--- config.mk ---
export PLATFORM = sky130hd
export DESIGN_NAME = inst_encode_loader
export DESIGN_NICKNAME = d
export VERILOG_FILES = /design/src/rtl/mips_isa_pkg.sv /design/src/rtl/inst_field_packer.sv /design/src/rtl/inst_encode_loader.sv
export SDC_FILE = /design/constraint.sdc
export NUM_CORES = 1
export LEC_CHECK = 0
export BUFFER_PORTS_ARGS = -buffer_cell sky130_fd_sc_hd__buf_2
export CAP_MARGIN = 20
export CELL_PAD_IN_SITES_DETAIL_PLACEMENT = 2
export CELL_PAD_IN_SITES_GLOBAL_PLACEMENT = 2
export CORE_UTILIZATION = 25
export CTS_CLUSTER_DIAMETER = 40
export DETAILED_ROUTE_END_ITERATION = 6
export PLACE_DENSITY_LB_ADDON = 0.1
export SYNTH_ARGS = -nofsm -noshare
export SYNTH_HDL_FRONTEND = slang
export SYNTH_SLANG_ARGS = --single-unit
export TNS_END_PERCENT = 5
--- constraint.sdc ---
create_clock -name clk -period 2.01 [get_ports clk]
set_clock_uncertainty 0.2 [all_clocks]
set_input_delay 0.1005 -clock clk [delete_from_list [all_inputs] [get_ports clk]]
set_output_delay 0.1005 -clock clk [all_outputs]
set_load 0.03 [all_outputs]
--- src/rtl/mips_isa_pkg.sv ---
`default_nettype none
// ============================================================================
// Module : mips_isa_pkg
// Brief  : Opcode map, field bit positions and format/state enums shared by
//          the instruction encoder/loader.
// Rev    : 1.0  initial release
// ============================================================================
package mips_isa_pkg;

  localparam logic [5:0] c_RTYPE = 6'd0;
  localparam logic [5:0] c_BEQ   = 6'd1;
  localparam logic [5:0] c_BNE   = 6'd2;
  localparam logic [5:0] c_SW    = 6'd3;
  localparam logic [5:0] c_LW    = 6'd4;
  localparam logic [5:0] c_ADDI  = 6'd5;
  localparam logic [5:0] c_ANDI  = 6'd6;
  localparam logic [5:0] c_ORI   = 6'd7;
  localparam logic [5:0] c_SLTI  = 6'd8;
  localparam logic [5:0] c_JTYPE = 6'd9;

  localparam int c_OP_LSB     = 26;
  localparam int c_RS_LSB     = 21;
  localparam int c_RT_LSB     = 16;
  localparam int c_RD_LSB     = 11;
  localparam int c_SHAMT_LSB  = 6;
  localparam int c_FUNCT_LSB  = 0;
  localparam int c_IMM_LSB    = 0;
  localparam int c_TARGET_LSB = 0;

  typedef enum logic [1:0] {
    FMT_R   = 2'd0,
    FMT_I   = 2'd1,
    FMT_J   = 2'd2,
    FMT_BAD = 2'd3
  } inst_fmt_e;

  typedef enum logic [2:0] {
    ST_IDLE   = 3'd0,
    ST_ACCEPT = 3'd1,
    ST_WRITE  = 3'd2,
    ST_PAD    = 3'd3,
    ST_DONE   = 3'd4,
    ST_ERROR  = 3'd5
  } loader_state_e;

  function automatic inst_fmt_e opFormat(input logic [5:0] op);
    if (op == c_RTYPE)     return FMT_R;
    else if (op == c_JTYPE) return FMT_J;
    else if (op <= c_SLTI)  return FMT_I;
    else                    return FMT_BAD;
  endfunction

endpackage
`default_nettype wire

--- src/rtl/inst_field_packer.sv ---
`default_nettype none
// ============================================================================
// Module : inst_field_packer
// Brief  : Combinational packing of instruction fields into a 32-bit word.
// Rev    : 1.0  initial release
// ============================================================================
module inst_field_packer
  import mips_isa_pkg::*;
(
  input  logic [5:0]  i_op,
  input  logic [4:0]  i_rs,
  input  logic [4:0]  i_rt,
  input  logic [4:0]  i_rd,
  input  logic [4:0]  i_shamt,
  input  logic [5:0]  i_funct,
  input  logic [15:0] i_imm,
  input  logic [25:0] i_target,
  output logic [31:0] o_word,
  output logic        o_illegal
);

  always_comb begin
    o_word    = '0;
    o_illegal = 1'b0;
    case (opFormat(i_op))
      FMT_R: begin
        o_word[c_OP_LSB +: 6]    = i_op;
        o_word[c_RS_LSB +: 5]    = i_rs;
        o_word[c_RT_LSB +: 5]    = i_rt;
        o_word[c_RD_LSB +: 5]    = i_rd;
        o_word[c_SHAMT_LSB +: 5] = i_shamt;
        o_word[c_FUNCT_LSB +: 6] = i_funct;
      end
      FMT_I: begin
        o_word[c_OP_LSB +: 6]  = i_op;
        o_word[c_RS_LSB +: 5]  = i_rs;
        o_word[c_RT_LSB +: 5]  = i_rt;
        o_word[c_IMM_LSB +: 16] = i_imm;
      end
      FMT_J: begin
        o_word[c_OP_LSB +: 6]      = i_op;
        o_word[c_TARGET_LSB +: 26] = i_target;
      end
      default: o_illegal = 1'b1;
    endcase
  end

endmodule
`default_nettype wire

--- src/rtl/inst_encode_loader.sv ---
`default_nettype none
// ============================================================================
// Module : inst_encode_loader
// Brief  : Encodes instruction records and writes them to instruction memory.
//          Optional trailing NOP padding when INST_NOP_PAD_EN is defined.
// Rev    : 1.0  initial release
// ============================================================================
module inst_encode_loader
  import mips_isa_pkg::*;
#(
  parameter int ADDR_W        = 8,
  parameter int BASE_ADDR     = 0,
  parameter int NOP_PAD_COUNT = 3
) (
  input  logic              clk,
  input  logic              rst,
  input  logic              start,
  input  logic              in_valid,
  output logic              in_ready,
  input  logic [5:0]        in_op,
  input  logic [4:0]        in_rs,
  input  logic [4:0]        in_rt,
  input  logic [4:0]        in_rd,
  input  logic [4:0]        in_shamt,
  input  logic [5:0]        in_funct,
  input  logic [15:0]       in_imm,
  input  logic [25:0]       in_target,
  input  logic              in_last,
  output logic              imem_we,
  output logic [ADDR_W-1:0] imem_addr,
  output logic [31:0]       imem_wdata,
  input  logic              imem_ack,
  output logic              busy,
  output logic              done,
  output logic              err,
  output logic [ADDR_W:0]   word_count
);

`ifdef INST_NOP_PAD_EN
  localparam bit c_PAD_EN = 1'b1;
`else
  localparam bit c_PAD_EN = 1'b0;
`endif
  localparam int              c_PAD_WORDS = c_PAD_EN ? NOP_PAD_COUNT : 0;
  localparam logic [ADDR_W-1:0] c_BASE     = ADDR_W'(BASE_ADDR);
  localparam logic [ADDR_W-1:0] c_ADDR_MAX = '1;

  loader_state_e     r_state, w_stNext;
  logic [ADDR_W-1:0] r_addr;
  logic [31:0]       r_wdata;
  logic              r_last;
  logic [ADDR_W:0]   r_count;
  logic [31:0]       w_word;
  logic              w_illegal;
  logic              w_atMax;
`ifdef INST_NOP_PAD_EN
  logic [15:0]       r_padLeft;
`endif

  inst_field_packer u_packer (
    .i_op      (in_op),
    .i_rs      (in_rs),
    .i_rt      (in_rt),
    .i_rd      (in_rd),
    .i_shamt   (in_shamt),
    .i_funct   (in_funct),
    .i_imm     (in_imm),
    .i_target  (in_target),
    .o_word    (w_word),
    .o_illegal (w_illegal)
  );

  assign w_atMax = (r_addr == c_ADDR_MAX);

  always_ff @(posedge clk) begin
    if (rst) r_state <= ST_IDLE;
    else     r_state <= w_stNext;
  end

  always_comb begin
    w_stNext = r_state;
    case (r_state)
      ST_IDLE:   if (start) w_stNext = ST_ACCEPT;
      ST_ACCEPT: if (in_valid) w_stNext = w_illegal ? ST_ERROR : ST_WRITE;
      ST_WRITE: begin
        if (imem_ack) begin
          // The last record may sit at the top address; only padding past it overflows.
          if (r_last) begin
            if (c_PAD_WORDS == 0) w_stNext = ST_DONE;
            else if (w_atMax)     w_stNext = ST_ERROR;
            else                  w_stNext = ST_PAD;
          end else if (w_atMax) begin
            w_stNext = ST_ERROR;
          end else begin
            w_stNext = ST_ACCEPT;
          end
        end
      end
`ifdef INST_NOP_PAD_EN
      ST_PAD: begin
        if (imem_ack) begin
          if (r_padLeft == 16'd1) w_stNext = ST_DONE;
          else if (w_atMax)       w_stNext = ST_ERROR;
        end
      end
`endif
      ST_DONE:  w_stNext = ST_IDLE;
      ST_ERROR: if (start) w_stNext = ST_ACCEPT;
      default:  w_stNext = ST_IDLE;
    endcase
  end

  always_ff @(posedge clk) begin
    if (rst) begin
      r_addr  <= c_BASE;
      r_wdata <= '0;
      r_last  <= 1'b0;
      r_count <= '0;
`ifdef INST_NOP_PAD_EN
      r_padLeft <= '0;
`endif
    end else begin
      case (r_state)
        ST_IDLE, ST_ERROR: begin
          if (start) begin
            r_addr  <= c_BASE;
            r_count <= '0;
          end
        end
        ST_ACCEPT: begin
          if (in_valid && !w_illegal) begin
            r_wdata <= w_word;
            r_last  <= in_last;
          end
        end
        ST_WRITE: begin
          if (imem_ack) begin
            r_count <= r_count + 1'b1;
            if ((!r_last || c_PAD_WORDS != 0) && !w_atMax) r_addr <= r_addr + 1'b1;
            if (r_last) r_wdata <= '0;
`ifdef INST_NOP_PAD_EN
            r_padLeft <= 16'(c_PAD_WORDS);
`endif
          end
        end
`ifdef INST_NOP_PAD_EN
        ST_PAD: begin
          if (imem_ack) begin
            r_count   <= r_count + 1'b1;
            r_padLeft <= r_padLeft - 1'b1;
            if (r_padLeft != 16'd1 && !w_atMax) r_addr <= r_addr + 1'b1;
          end
        end
`endif
        default: ;
      endcase
    end
  end

  assign in_ready   = (r_state == ST_ACCEPT);
  assign imem_we    = (r_state == ST_WRITE) || (r_state == ST_PAD);
  assign imem_addr  = r_addr;
  assign imem_wdata = r_wdata;
  assign busy       = (r_state != ST_IDLE) && (r_state != ST_ERROR);
  assign done       = (r_state == ST_DONE);
  assign err        = (r_state == ST_ERROR);
  assign word_count = r_count;

endmodule
`default_nettype wire

==> flow_metrics.env <==
export IMPL_synth_top_area_share_pct=40.44
export IMPL_clkTransAtPathRegs_ns=0.11
export IMPL_yosysSeqAreaShare_pct=40.44
export IMPL_placementRows=37
export IMPL_syn_area_per_cell_um2=9.371
export IMPL_yosysWarnings=0
export IMPL_ys_ff_latch=53
export IMPL_synthFlopType="dfxtp_1"
export IMPL_slew_headroom_pct=68.20
export IMPL_critPathKind="in -> reg"
export IMPL_cts_max_level=2
export IMPL_grt_pass1_wl_um=19850
export IMPL_cp_data_arrival_time_ns=1.96
export IMPL_cts_tree="built"
export IMPL_drt_pass1_iter_count=5
export IMPL_cap_violations=0
export IMPL_core_area_um2=10230
export IMPL_cp_max_fo=6
export IMPL_synth_nets=362
export IMPL_syn_cell_area_um2=2624
export IMPL_power_frac_clock_pct=28.9
export IMPL_clock_sinks=53
export IMPL_dp_cells=556
export IMPL_die_area_um2=10910
export IMPL_viasPerCell=5.162
export IMPL_nets=586
export IMPL_setup_violations=0
export IMPL_diodes=0
export IMPL_p_comb_share_pct=22.2
export IMPL_crit_required_ns=2.04
export IMPL_grt_util_all_layers_pct=22.86
export IMPL_gp_congestion=0.7275
export IMPL_grt_pass1_vias=3741
export IMPL_io_pin_count=134
export IMPL_drt_total_wl_um=12910
export IMPL_synth_most_common_cell="dfxtp_1"
export IMPL_fmax_ghz=0.5174
export IMPL_stdcell_count=641
export IMPL_vias=3309
export IMPL_die_h_um=104.4
export IMPL_cts_buffers=5
export IMPL_total_power_mw=2.193
export IMPL_synth_cell_types=48
export IMPL_leakagePower_nw=1.876
export IMPL_hold_viol=0
export IMPL_yosys_top_cells_count="dfxtp_1, nand3_1, o2bb2ai_1"
export IMPL_synthArstFlopShare_pct=0
export IMPL_whs_path_depth=4
export IMPL_hp_class="in -> reg"
export IMPL_period_share_pct=96.15
export IMPL_min_period_ns=1.933
export IMPL_reg2regPathDepth=5
export IMPL_powerDensity_nw_per_um2=486.4
export IMPL_root_buffer="clkbuf_8"
export IMPL_initial_core_util_pct=25.65
export IMPL_grt_setup_unrepaired="false"
export IMPL_drcViolationCount=0
export IMPL_drtIter0Drc=106
export IMPL_cp_start_kind="input pin"
export IMPL_clkLatencyLatePin_ns=0.31
export IMPL_antenna_found_initial=1
export IMPL_end_kind="flip-flop"
export IMPL_finalCoreUtilization_pct=44.07
export IMPL_p_seq_share_pct=48.9
export IMPL_port_buffers=133
export IMPL_drive_gt1_share_pct=36.44
export IMPL_dp_hpwl_um=7353
export IMPL_ir_drop_mv=0.2674
export IMPL_synth_cells=280
export IMPL_dieWidth_um=104.4
export IMPL_slew_violations=0
export IMPL_clock_path_buffers=2
export IMPL_area_delta_synth_final_pct=71.86
export IMPL_grt_ovfl_total=0
export IMPL_p_sw_mw=0.6368
export IMPL_status="finished clean"
export IMPL_tightest_slew_ns=0.4770
export IMPL_pre_cts_ws_ns=-0.01770
export IMPL_synth_area_leaders="dfxtp_1, o2bb2ai_1, a222oi_1"
export IMPL_grt_start_max_net_pins=28
export IMPL_p_int_mw=1.557
export IMPL_switching_share_pct=29.03
export IMPL_avgRoutedWirePerCell_um=20.15
export IMPL_synth_edf_count=0
export IMPL_ant_nets=0
export IMPL_worst_slack_ns=0.07744
export IMPL_yosys_area_top_type="dfxtp_1"
-- cell usage in the layout (no fill, tap or decap), drive strengths merged, types with 6 or more instances in the layout --
cell and instances:
nand2b 10, nand3 24, nand2 17, a21oi 8
dlygate4sd3 72, dfxtp 53, buf 165, mux2i 9
a222oi 13, clkbuf 6, and2 6, a31oi 7
a22oi 11, o2bb2ai 23, nor2 13
-- what timing repair did --
item                       4_1_cts  5_1_grt
hold endpoints to repair        36        0
setup endpoints to repair        4       36
hold buffers                    72        0
pin swaps                        0        1
setup buffers                    0        4
gates resized for setup          3       10
gates cloned                     0        1
-- path summary, 6_finish.rpt --
path | from | end | slack (ns)
max reg2reg | r_state[0] | r_state[2] | 0.10
min reg2reg | imem_wdata[14] | imem_wdata[14] | 0.28
max | in_op[1] | imem_wdata[1] | 0.08
min | in_shamt[1] | imem_wdata[7] | 0.01
-- sequential cells by signal, indices dropped and copies added, names as in the netlist --
| register | count |
|---|---|
| r_last | 1 |
| imem_addr | 8 |
| r_state | 3 |
| imem_wdata | 32 |
| word_count | 9 |
-- layout make-up --
class / instances / area [um2]
fillers: 1132 / 5722
repair buffers: 237 / 1665
multi-input cells: 204 / 1503
flip-flops and latches: 53 / 1072
well taps: 136 / 170.2
clock buffers: 6 / 72.57
clock inverters: 2 / 15.01
inverters: 3 / 11.26
-- kinds of logic after synthesis --
group | after synthesis | share of synthesized area (%)
and+or+nand+nor | 98 | 20.98
xor gates and xnor gates | 1 | 0.3339
AOI/OAI and AO/OA | 94 | 29.38
muxes | 9 | 3.434
buffers and inverters | 23 | 4.482
DFF | 53 | 40.44
adders and majority gates | 2 | 0.9536
-- per-layer routing --
layer | wire length (um) | share of wire (%) | vias to the layer above | track usage (%)
met2 | 6642 | 51 | 104 | 41.63
li1 | - | - | 1555 | -
met5 | 0 | 0 | - | 0
met4 | 210 | 1.6 | 0 | 6.531
met1 | 5295 | 41 | 1632 | 25.97
met3 | 766 | 5.9 | 18 | 5.952
-- through the flow --
stage	hold WS (ns)	TNS, ns	instance area [um2]
after floorplan	0.03648	0	2624
after global routing	0.02440	0	4509
after global placement	0.1755	0	3608
after CTS	0.004574	0	4425
final	0.01080	0	4509
after detailed placement	0.1802	-0.01770	3608
-- critical path, cell delays in order --
cell	delay (ns)
buf_2	0.13
o31a_1	0.35
a2111oi_4	0.31
buf_6	0.20
a222oi_1	0.10
dlygate4sd3_1	0.57
o2bb2ai_1	0.20
-- power groups by stage --
stage	logic [mW]	registers (mW)	clock network (mW)
2_1_floorplan	0.170	1.09	0
3_3_place_gp	0.335	1.09	0
3_5_place_dp	0.343	1.09	0
4_1_cts	0.444	1.07	0.661
5_1_grt	0.520	1.08	0.696
6_report	0.486	1.07	0.635
Power figures use the tool's default switching activity.
